==> src/rtl/bootrom_loader_pkg.sv <==
// Shared AHB3 constants, loader state encoding and counter sizing helper for bootrom_loader.
package bootrom_loader_pkg;

  localparam logic [1:0] HTRANS_IDLE   = 2'b00;
  localparam logic [1:0] HTRANS_NONSEQ = 2'b10;
  localparam logic [2:0] HSIZE_WORD    = 3'b010;
  localparam logic [2:0] HBURST_SINGLE = 3'b000;
  localparam logic [3:0] HPROT_DEFAULT = 4'b0011;

  typedef enum logic [2:0] {
    StIdle,
    StRdAddr,
    StRdData,
    StWrAddr,
    StWrData,
    StDone,
    StError
  } state_e;

  function automatic int unsigned cnt_width(input int unsigned words);
    return (words > 1) ? $clog2(words) : 1;
  endfunction

endpackage

==> src/rtl/bootrom_loader_fsm.sv <==
// Copy sequencer for bootrom_loader: state register plus word counter.
module bootrom_loader_fsm
  import bootrom_loader_pkg::*;
#(
  parameter int unsigned WORDS      = 64,
  parameter bit          AUTO_START = 1'b1,
  localparam int unsigned CW        = cnt_width(WORDS)
) (
  input  logic          clk,
  input  logic          rst,
  input  logic          start_i,
  input  logic          hready_i,
  input  logic          hresp_i,
  input  logic          sum_ok_i,
  output state_e        state_q_o,
  output state_e        state_d_o,
  output logic [CW-1:0] cnt_d_o
);

  localparam logic [CW-1:0] LastCnt = CW'(WORDS - 1);

  state_e        state_q, state_d;
  logic [CW-1:0] cnt_q, cnt_d;
  logic          first_q;
  logic          launch;

  always_comb begin
    state_d = state_q;
    cnt_d   = cnt_q;
    launch  = 1'b0;
    case (state_q)
      StIdle:   launch = start_i || (AUTO_START && first_q);
      StRdAddr: if (hready_i) state_d = StRdData;
      StRdData: if (hready_i) state_d = hresp_i ? StError : StWrAddr;
      StWrAddr: if (hready_i) state_d = StWrData;
      StWrData: begin
        if (hready_i) begin
          if (hresp_i) begin
            state_d = StError;
          end else if (cnt_q == LastCnt) begin
            state_d = sum_ok_i ? StDone : StError;
          end else begin
            cnt_d   = cnt_q + 1'b1;
            state_d = StRdAddr;
          end
        end
      end
      StDone:   launch = start_i;
      StError:  state_d = StError;
      default:  state_d = StIdle;
    endcase
    if (launch) begin
      state_d = StRdAddr;
      cnt_d   = '0;
    end
  end

  always_ff @(posedge clk or negedge rst) begin
    if (!rst) begin
      state_q <= StIdle;
      cnt_q   <= '0;
      first_q <= 1'b1;
    end else begin
      state_q <= state_d;
      cnt_q   <= cnt_d;
      first_q <= 1'b0;
    end
  end

  assign state_q_o = state_q;
  assign state_d_o = state_d;
  assign cnt_d_o   = cnt_d;

endmodule

==> src/rtl/bootrom_loader.sv <==
// AHB3 master copying the boot image from ROM to RAM, then releasing the core reset.
// Optional checksum gate enabled by defining BOOTROM_LOADER_CHECKSUM_EN.
module bootrom_loader
  import bootrom_loader_pkg::*;
#(
  parameter int unsigned     PLEN         = 32,
  parameter int unsigned     XLEN         = 32,
  parameter logic [PLEN-1:0] ROM_BASE     = 32'h0000_0000,
  parameter logic [PLEN-1:0] RAM_BASE     = 32'h8000_0000,
  parameter int unsigned     WORDS        = 64,
  parameter bit              AUTO_START   = 1'b1,
  parameter logic [31:0]     EXPECTED_SUM = 32'h0
) (
  input  logic            clk,
  input  logic            rst,
  input  logic            start_i,
  output logic            busy_o,
  output logic            done_o,
  output logic            error_o,
  output logic            cpu_rst_o,
`ifdef BOOTROM_LOADER_CHECKSUM_EN
  output logic [31:0]     checksum_o,
`endif
  output logic            ahb3_hsel_o,
  output logic [PLEN-1:0] ahb3_haddr_o,
  output logic [XLEN-1:0] ahb3_hwdata_o,
  input  logic [XLEN-1:0] ahb3_hrdata_i,
  output logic            ahb3_hwrite_o,
  output logic [2:0]      ahb3_hsize_o,
  output logic [2:0]      ahb3_hburst_o,
  output logic [3:0]      ahb3_hprot_o,
  output logic [1:0]      ahb3_htrans_o,
  output logic            ahb3_hmastlock_o,
  input  logic            ahb3_hready_i,
  input  logic            ahb3_hresp_i
);

  localparam int unsigned CW = cnt_width(WORDS);

  state_e          state_q, state_d;
  logic [CW-1:0]   cnt_d;
  logic            sum_ok;
  logic            addr_phase;
  logic            capture;
  logic [PLEN-1:0] next_addr;

  logic            hsel_q, hwrite_q;
  logic [1:0]      htrans_q;
  logic [PLEN-1:0] haddr_q;
  logic [XLEN-1:0] buf_q;
  logic            busy_q, done_q, error_q, cpu_rst_q;

  bootrom_loader_fsm #(
    .WORDS      (WORDS),
    .AUTO_START (AUTO_START)
  ) u_fsm (
    .clk       (clk),
    .rst       (rst),
    .start_i   (start_i),
    .hready_i  (ahb3_hready_i),
    .hresp_i   (ahb3_hresp_i),
    .sum_ok_i  (sum_ok),
    .state_q_o (state_q),
    .state_d_o (state_d),
    .cnt_d_o   (cnt_d)
  );

  assign addr_phase = (state_d == StRdAddr) || (state_d == StWrAddr);
  assign capture    = (state_q == StRdData) && ahb3_hready_i && !ahb3_hresp_i;
  assign next_addr  = ((state_d == StWrAddr) ? RAM_BASE : ROM_BASE) + (PLEN'(cnt_d) << 2);

  // Outputs are registered from the next state so they line up with the state they belong to.
  always_ff @(posedge clk or negedge rst) begin
    if (!rst) begin
      hsel_q    <= 1'b0;
      htrans_q  <= HTRANS_IDLE;
      haddr_q   <= '0;
      hwrite_q  <= 1'b0;
      buf_q     <= '0;
      busy_q    <= 1'b0;
      done_q    <= 1'b0;
      error_q   <= 1'b0;
      cpu_rst_q <= 1'b1;
    end else begin
      hsel_q    <= addr_phase;
      htrans_q  <= addr_phase ? HTRANS_NONSEQ : HTRANS_IDLE;
      hwrite_q  <= (state_d == StWrAddr) || (state_d == StWrData);
      busy_q    <= state_d inside {StRdAddr, StRdData, StWrAddr, StWrData};
      done_q    <= (state_d == StDone);
      error_q   <= (state_d == StError);
      cpu_rst_q <= (state_d != StDone);
      if (addr_phase) haddr_q <= next_addr;
      if (capture) buf_q <= ahb3_hrdata_i;
    end
  end

`ifdef BOOTROM_LOADER_CHECKSUM_EN
  logic [31:0] sum_q;
  logic        copy_start;

  assign copy_start = (state_d == StRdAddr) && ((state_q == StIdle) || (state_q == StDone));

  always_ff @(posedge clk or negedge rst) begin
    if (!rst) begin
      sum_q <= '0;
    end else if (copy_start) begin
      sum_q <= '0;
    end else if (capture) begin
      sum_q <= sum_q + 32'(ahb3_hrdata_i);
    end
  end

  assign sum_ok     = (sum_q == EXPECTED_SUM);
  assign checksum_o = sum_q;
`else
  logic unused_expected_sum;
  assign unused_expected_sum = ^EXPECTED_SUM;
  assign sum_ok              = 1'b1;
`endif

  assign busy_o           = busy_q;
  assign done_o           = done_q;
  assign error_o          = error_q;
  assign cpu_rst_o        = cpu_rst_q;
  assign ahb3_hsel_o      = hsel_q;
  assign ahb3_haddr_o     = haddr_q;
  assign ahb3_hwdata_o    = buf_q;
  assign ahb3_hwrite_o    = hwrite_q;
  assign ahb3_htrans_o    = htrans_q;
  assign ahb3_hsize_o     = HSIZE_WORD;
  assign ahb3_hburst_o    = HBURST_SINGLE;
  assign ahb3_hprot_o     = HPROT_DEFAULT;
  assign ahb3_hmastlock_o = 1'b0;

endmodule

==> config.mk <==
export PLATFORM = sky130hd
export DESIGN_NAME = bootrom_loader
export DESIGN_NICKNAME = d
export VERILOG_FILES = /design/src/rtl/bootrom_loader_pkg.sv /design/src/rtl/bootrom_loader_fsm.sv /design/src/rtl/bootrom_loader.sv
export SDC_FILE = /design/constraint.sdc
export NUM_CORES = 1
export LEC_CHECK = 0
export ABC_AREA = 1
export CAP_MARGIN = 20
export CORE_UTILIZATION = 40
export DETAILED_ROUTE_END_ITERATION = 6
export DONT_BUFFER_PORTS = 1
export HOLD_SLACK_MARGIN = 0.1
export PLACE_DENSITY_LB_ADDON = 0.15
export SLEW_MARGIN = 25
export SYNTH_ARGS = -nofsm -noshare
export SYNTH_HDL_FRONTEND = slang
export SYNTH_HIERARCHICAL = 1
export SYNTH_SLANG_ARGS = --single-unit
==> constraint.sdc <==
create_clock -name clk -period 1.63 [get_ports clk]
set_input_delay 0.4075 -clock clk [delete_from_list [all_inputs] [get_ports clk]]
set_output_delay 0.4075 -clock clk [all_outputs]
set_load 0.1 [all_outputs]
* After elaboration in Yosys (flattened, before gate mapping)
Cells that the tools add are included.
Word-level totals: word-level logic and storage cells 54, output and inout port bits 83, register bits after elaboration 82
Operators by class: multiplexer cells 17, reduce and logical (&&, ||, !) cells 9, equality and inequality tests 14, $add $sub $neg 2
Operators by type and width (count):
- 32-bit by 8-bit adder with 32-bit output | 1
- 32-bit 2-to-1 mux | 1
- 6-bit 2-to-1 mux | 5
- 3-bit 2-to-1 mux | 8
- 3-bit equality test, second input constant | 6
- 3-bit case mux with 6 select lines | 1
- 3-bit by 2-bit equality test with 1-bit output, second input constant | 4
- 6-bit by 1-bit adder with 6-bit output, second input constant | 1
- 3-bit by 1-bit equality test with 1-bit output, second input constant | 2
- 6-bit equality test, second input constant | 1
- 4-bit nonzero test | 1
- 3-bit zero test | 1
- 1-bit logical OR | 3
- 3-bit != test, second input constant | 1
- 1-bit logical AND | 2
- 2-bit 2-to-1 mux | 1
- 1-bit case mux with 2 select lines | 1
- 2-bit OR reduction | 1
- 1-bit zero test | 1

* Depth between registers and ports, before layout
word-level depth 9, gate-level depth with buffers 12

* Modules after synthesis
The synthesis kept the hierarchy.
Modules (own cells, without submodules):
- bootrom_loader | area an instance 2079.5 sq um, cells each 233, instances 1
- bootrom_loader_fsm | area an instance 686.9 sq um, cells each 104, instances 1

* Worst setup path before layout
Ideal clock, no wire load.
kind flip-flop to flip-flop, start point register u_fsm.cnt_q[0], end point register hwrite_q (netlist: ahb3_hwrite_o), arrival time 1628 ps, cell stages (with the launch flop) 13, slack -128 ps, buffers on the path 0, path through dfrtp_1 > ha_1 > nand2_1 > nor2_2 > nand2_2 > nand2_1 > nand2_1 > a21oi_1 > inv_1 > nand2_2 > inv_2 > nand2_1 > o21ai_0
On the way: longest elaborated chain between the ends 8
Ends and longest elaborated chain:
- start: declaration | RTL line bootrom_loader_fsm.sv:23 | logic [CW-1:0] cnt_q, cnt_d;
- start signal: assignment | RTL line bootrom_loader_fsm.sv:65 | cnt_q <= cnt_d;
- 6-bit equality test * | RTL line bootrom_loader_fsm.sv:40 | end else if (cnt_q == LastCnt) begin
- 3-bit 2-to-1 mux * | RTL line bootrom_loader_fsm.sv:40
- 3-bit 2-to-1 mux * | RTL line bootrom_loader_fsm.sv:38 | if (hresp_i) begin
- 3-bit 2-to-1 mux * | RTL line bootrom_loader_fsm.sv:37 | if (hready_i) begin
- 3-bit case mux with 6 select lines * | RTL line bootrom_loader_fsm.sv:31 | case (state_q)
- 3-bit 2-to-1 mux * | RTL line bootrom_loader_fsm.sv:52 | if (launch) begin
- net state_d[2] | RTL line bootrom_loader.sv:40 | state_e state_q, state_d;
- 3-bit by 2-bit equality test with 1-bit output or 3-bit equality test (tied branches) | RTL line bootrom_loader.sv:87 | hwrite_q <= (state_d == StWrAddr) || (state_d == StWrData);
- 1-bit logical OR * | RTL line bootrom_loader.sv:87
- end signal: assignment | RTL line bootrom_loader.sv:87
- end: declaration | RTL line bootrom_loader.sv:47 | logic hsel_q, hwrite_q;
Mark *: on every way through the listed nets, which the timed path passes. The rest lies on a longest branch. A chain may end at the register's enable or synchronous reset.

* Worst setup path in the final report
start point register u_fsm.cnt_q[1], end point register busy_q (netlist: busy_o)
On the way: longest elaborated chain between the ends 8
Ends and longest elaborated chain:
- 6-bit equality test * | RTL line bootrom_loader_fsm.sv:40
- 3-bit 2-to-1 mux * | RTL line bootrom_loader_fsm.sv:40
- 3-bit 2-to-1 mux * | RTL line bootrom_loader_fsm.sv:38
- 3-bit 2-to-1 mux * | RTL line bootrom_loader_fsm.sv:37
- 3-bit case mux with 6 select lines * | RTL line bootrom_loader_fsm.sv:31
- 3-bit 2-to-1 mux * | RTL line bootrom_loader_fsm.sv:52
- net state_d[2] | RTL line bootrom_loader.sv:40
- 3-bit by 1-bit equality test with 1-bit output, or another cell as far along | RTL line bootrom_loader.sv:88 | busy_q <= state_d inside {StRdAddr, StRdData, StWrAddr, StWrData};
- 4-bit nonzero test * | RTL line bootrom_loader.sv:88
- end signal: assignment | RTL line bootrom_loader.sv:88
- end: declaration | RTL line bootrom_loader.sv:51 | logic busy_q, done_q, error_q, cpu_rst_q;
Marks and branches as above.

==> key figures <==
Outcome
  – Outcome: finished, violations left
  – Failing checks: negative hold slack

Cells and area
  – Finished Layout Cells: 471
  – Antenna Cells: 0
  – Area Overhead vs Synth: 19.1%
  – Commonest non-fill, non-tap cells in the layout: nand2_1, buf_4, dfrtp_1
  – Share of layout cells above drive strength 1: 0.246
  – Fillcell total: 627
  – Register area: 1380 µm²
  – Most common cell after layout, fill and taps aside: nand2_1
  – Fin nets: 431
  – Post-route cell area: 3300 µm²
  – Area of the multi-input gates: 1110 µm²

Clock tree
  – Deepest clock path buffer count: 2
  – CTS tree: yes
  – Clock latency on the worst-skew pair: 300 ps
  – CTS buffer count: 5
  – Clock-pin slew of the registers on the worst-case setup and hold paths: 90 ps
  – # H-tree levels: 2
  – Clock root buffer: clkbuf_8
  – # clock sinks: 55

Floorplanning
  – Ports: 120
  – Die Area: 7250 µm²
  – Num rows: 29
  – Initial core utilization: 0.426
  – Core Region: 6490 µm²
  – Die height: 85.2 µm
  – Die span in x: 85.2 µm

Worst setup path
  – Flop2flop setup slack: 7 ps
  – Crit path cell chain: ha_2, nand2_2, nor2_4, nand2_2, nand2_2, nand2_2, a21oi_2, inv_1, nand2_2, buf_6, a31oi_1
  – FF-to-FF path depth: 11
  – Most used cell, CP: nand2_2
  – Reg2reg end: busy_o$_DFF_PN0_
  – Worst-path fanout max: 8
  – CP bufs+invs: 2
  – Worst Path Arrival: 1810 ps
  – Crit Path Class: reg2reg
  – CP max stage delay: ~400 ps
  – Reg2Reg Launch Point: u_fsm/cnt_q[1]$_DFF_PN0_
  – Worst Setup End Kind: flip-flop
  – Crit start category: flip-flop
  – Slowest cell on crit path: dfrtp_1
  – CP top delay family: simple AND/OR/NAND/NOR gates
  – CP required: 1820 ps

Yosys
  – Post-synthesis sequential area ratio: 0.498
  – Main combinational cell family by area after synthesis: simple AND/OR/NAND/NOR gates
  – Post-Synth Simple-Gate Area: 0.302
  – Ys async rst share: 1.00
  – Avg Synthesized Cell Area: 8.21 µm²
  – Post-synth EDFFs: 0
  – Post-synth cell types: 23
  – Top_reg_cell synth: dfrtp_1
  – Post-synthesis compound-gate area fraction: 0.0253
  – Multiplexer share of the synthesized area: 0
  – Synth Warn #: 6
  – Mapped Cells: 337
  – Area share of fa/ha/maj cells after synthesis: 0.00452
  – Post-synthesis xor/xnor area fraction: 0
  – #FFs+latches synth: 55
  – Synth Cell Area: 2770 µm²

Global route
  – GR Util All Layers: 0.153
  – Grt ovf: 0
  – First-pass GRT wire length: 8.82 mm
  – Largest net degree at the start of global routing: 56
  – Initial antenna violation count: 0
  – Vias in the first global route: 1922

Timing
  – Setup TNS Final: 0 ps
  – Final setup violation count: 0
  – Post-Route Skew: 8.82 ps
  – Crit path time final: 1620 ps
  – Slew Limit Fails: 0
  – RSZ-0062 raised after global routing: true
  – Hold Worst Slack: -197 ps
  – Peak Freq: about 620 MHz
  – Final period util: 0.996
  – Final hold vios: 55

Placement
  – Cell Area, Placed: 3110 µm²
  – # placed instances: 459
  – # port buffers: 0
  – Detail Placement HPWL: 3.91 mm
  – GPL Wtd Cong: 0.805

Drt
  – Initial DRC count: 80
  – WL/cell: roughly 12 µm
  – M1 WL: between 2 and 3 mm
  – Via/cell ratio: around 4.6
  – Via count: 2154
  – Met3 wire len: 436 µm
  – Total Wirelength: 5.59 mm
  – First-pass DRT Iterations: 4
  – Post-route ant nets: 0
  – Uppermost layer routed: met4
  – Met2 WL: roughly 2.5 mm
  – DRC viols: 0

Hold path
  – Worst min path class: in2async

Job
  – Max Cap Viol: 0
-- state kept, by name, summed over array words and instances, names as in the netlist --
signal           flops
u_fsm/first_q        1
u_fsm/state_q_o      3
error_o              1
cpu_rst_o            1
done_o               1
ahb3_hwdata_o       32
u_fsm/cnt_q          6
ahb3_haddr_o         7
ahb3_hwrite_o        1
busy_o               1
ahb3_htrans_o        1
-- worst reg2reg max path, stage by stage (launching register included) --
cell	delay, ps
dfrtp_1	400
ha_2	200
nand2_2	60
nor2_4	120
nand2_2	80
nand2_2	70
nand2_2	50
a21oi_2	150
inv_1	70
nand2_2	100
buf_6	140
a31oi_1	70
-- metrics by stage --
step / setup slack [ps] / util
6_report: 6.58 / 0.507
5_1_grt: -116 / 0.507
4_1_cts: 14.9 / 0.497
3_5_place_dp: -22.8 / 0.479
3_3_place_gp: 38.2 / 0.479
2_1_floorplan: -33.9 / -
-- metal layers --
layer,GRT usage,up-vias
met2,0.238,89
met5,0,-
met4,0.0462,0
met1,0.210,969
met3,0.0379,2
li1,-,1094
-- repair_timing --
item / 4_1_cts / 5_1_grt
setup endpoints to repair: 9 / 11
setup buffers: 1 / 3
resized for setup: 1 / 15
pin swaps: 0 / 14
endpoints found under the hold margin: 55 / 55
-- layout make-up --
type | instances | share of cell area
tap | 77 | 0.0292
multi-input combinational | 243 | 0.338
sequential | 55 | 0.419
timing repair buffer | 60 | 0.149
clock inverter | 1 | 0.00911
clock buffer | 7 | 0.0232
inverter | 28 | 0.0326
-- logic make-up after synthesis --
kind of cell,count (synthesis)
AO/OA/AOI/OAI,13
adder cells (fa/ha/maj),1
buffers and inverters,75
flip-flops,55
other,3
AND/OR/NAND/NOR,190
-- worst max-delay path by stage --
stage                             start                       to  slack (ps)  cells past startpoint
2_1_floorplan  u_fsm/cnt_q[0]$_DFF_PN0_  ahb3_hwrite_o$_DFF_PN0_         -30                     12
3_3_place_gp   u_fsm/cnt_q[0]$_DFF_PN0_         busy_o$_DFF_PN0_          40                     11
3_5_place_dp   u_fsm/cnt_q[0]$_DFF_PN0_  ahb3_hwrite_o$_DFF_PN0_         -20                     12
4_1_cts        u_fsm/cnt_q[1]$_DFF_PN0_  ahb3_hwrite_o$_DFF_PN0_          10                     12
5_1_grt        u_fsm/cnt_q[1]$_DFF_PN0_         busy_o$_DFF_PN0_        -120                     11
6_report       u_fsm/cnt_q[1]$_DFF_PN0_         busy_o$_DFF_PN0_           7                     11
-- cells in the mapped netlist (4+ instances only) --
master	instances	area share
buf_2	4	0.0072
buf_4	40	0.11
nand2_1	110	0.15
nand4_1	5	0.011
nor2_1	18	0.024
a21oi_1	4	0.0072
nand3_1	45	0.081
o21ai_0	5	0.0090
dfrtp_1	53	0.48
inv_1	25	0.034
nor2_4	4	0.016
Power is left out: the tool's default activity adds up to more than one toggle a clock period on the data nets, which glitch-free logic cannot reach.
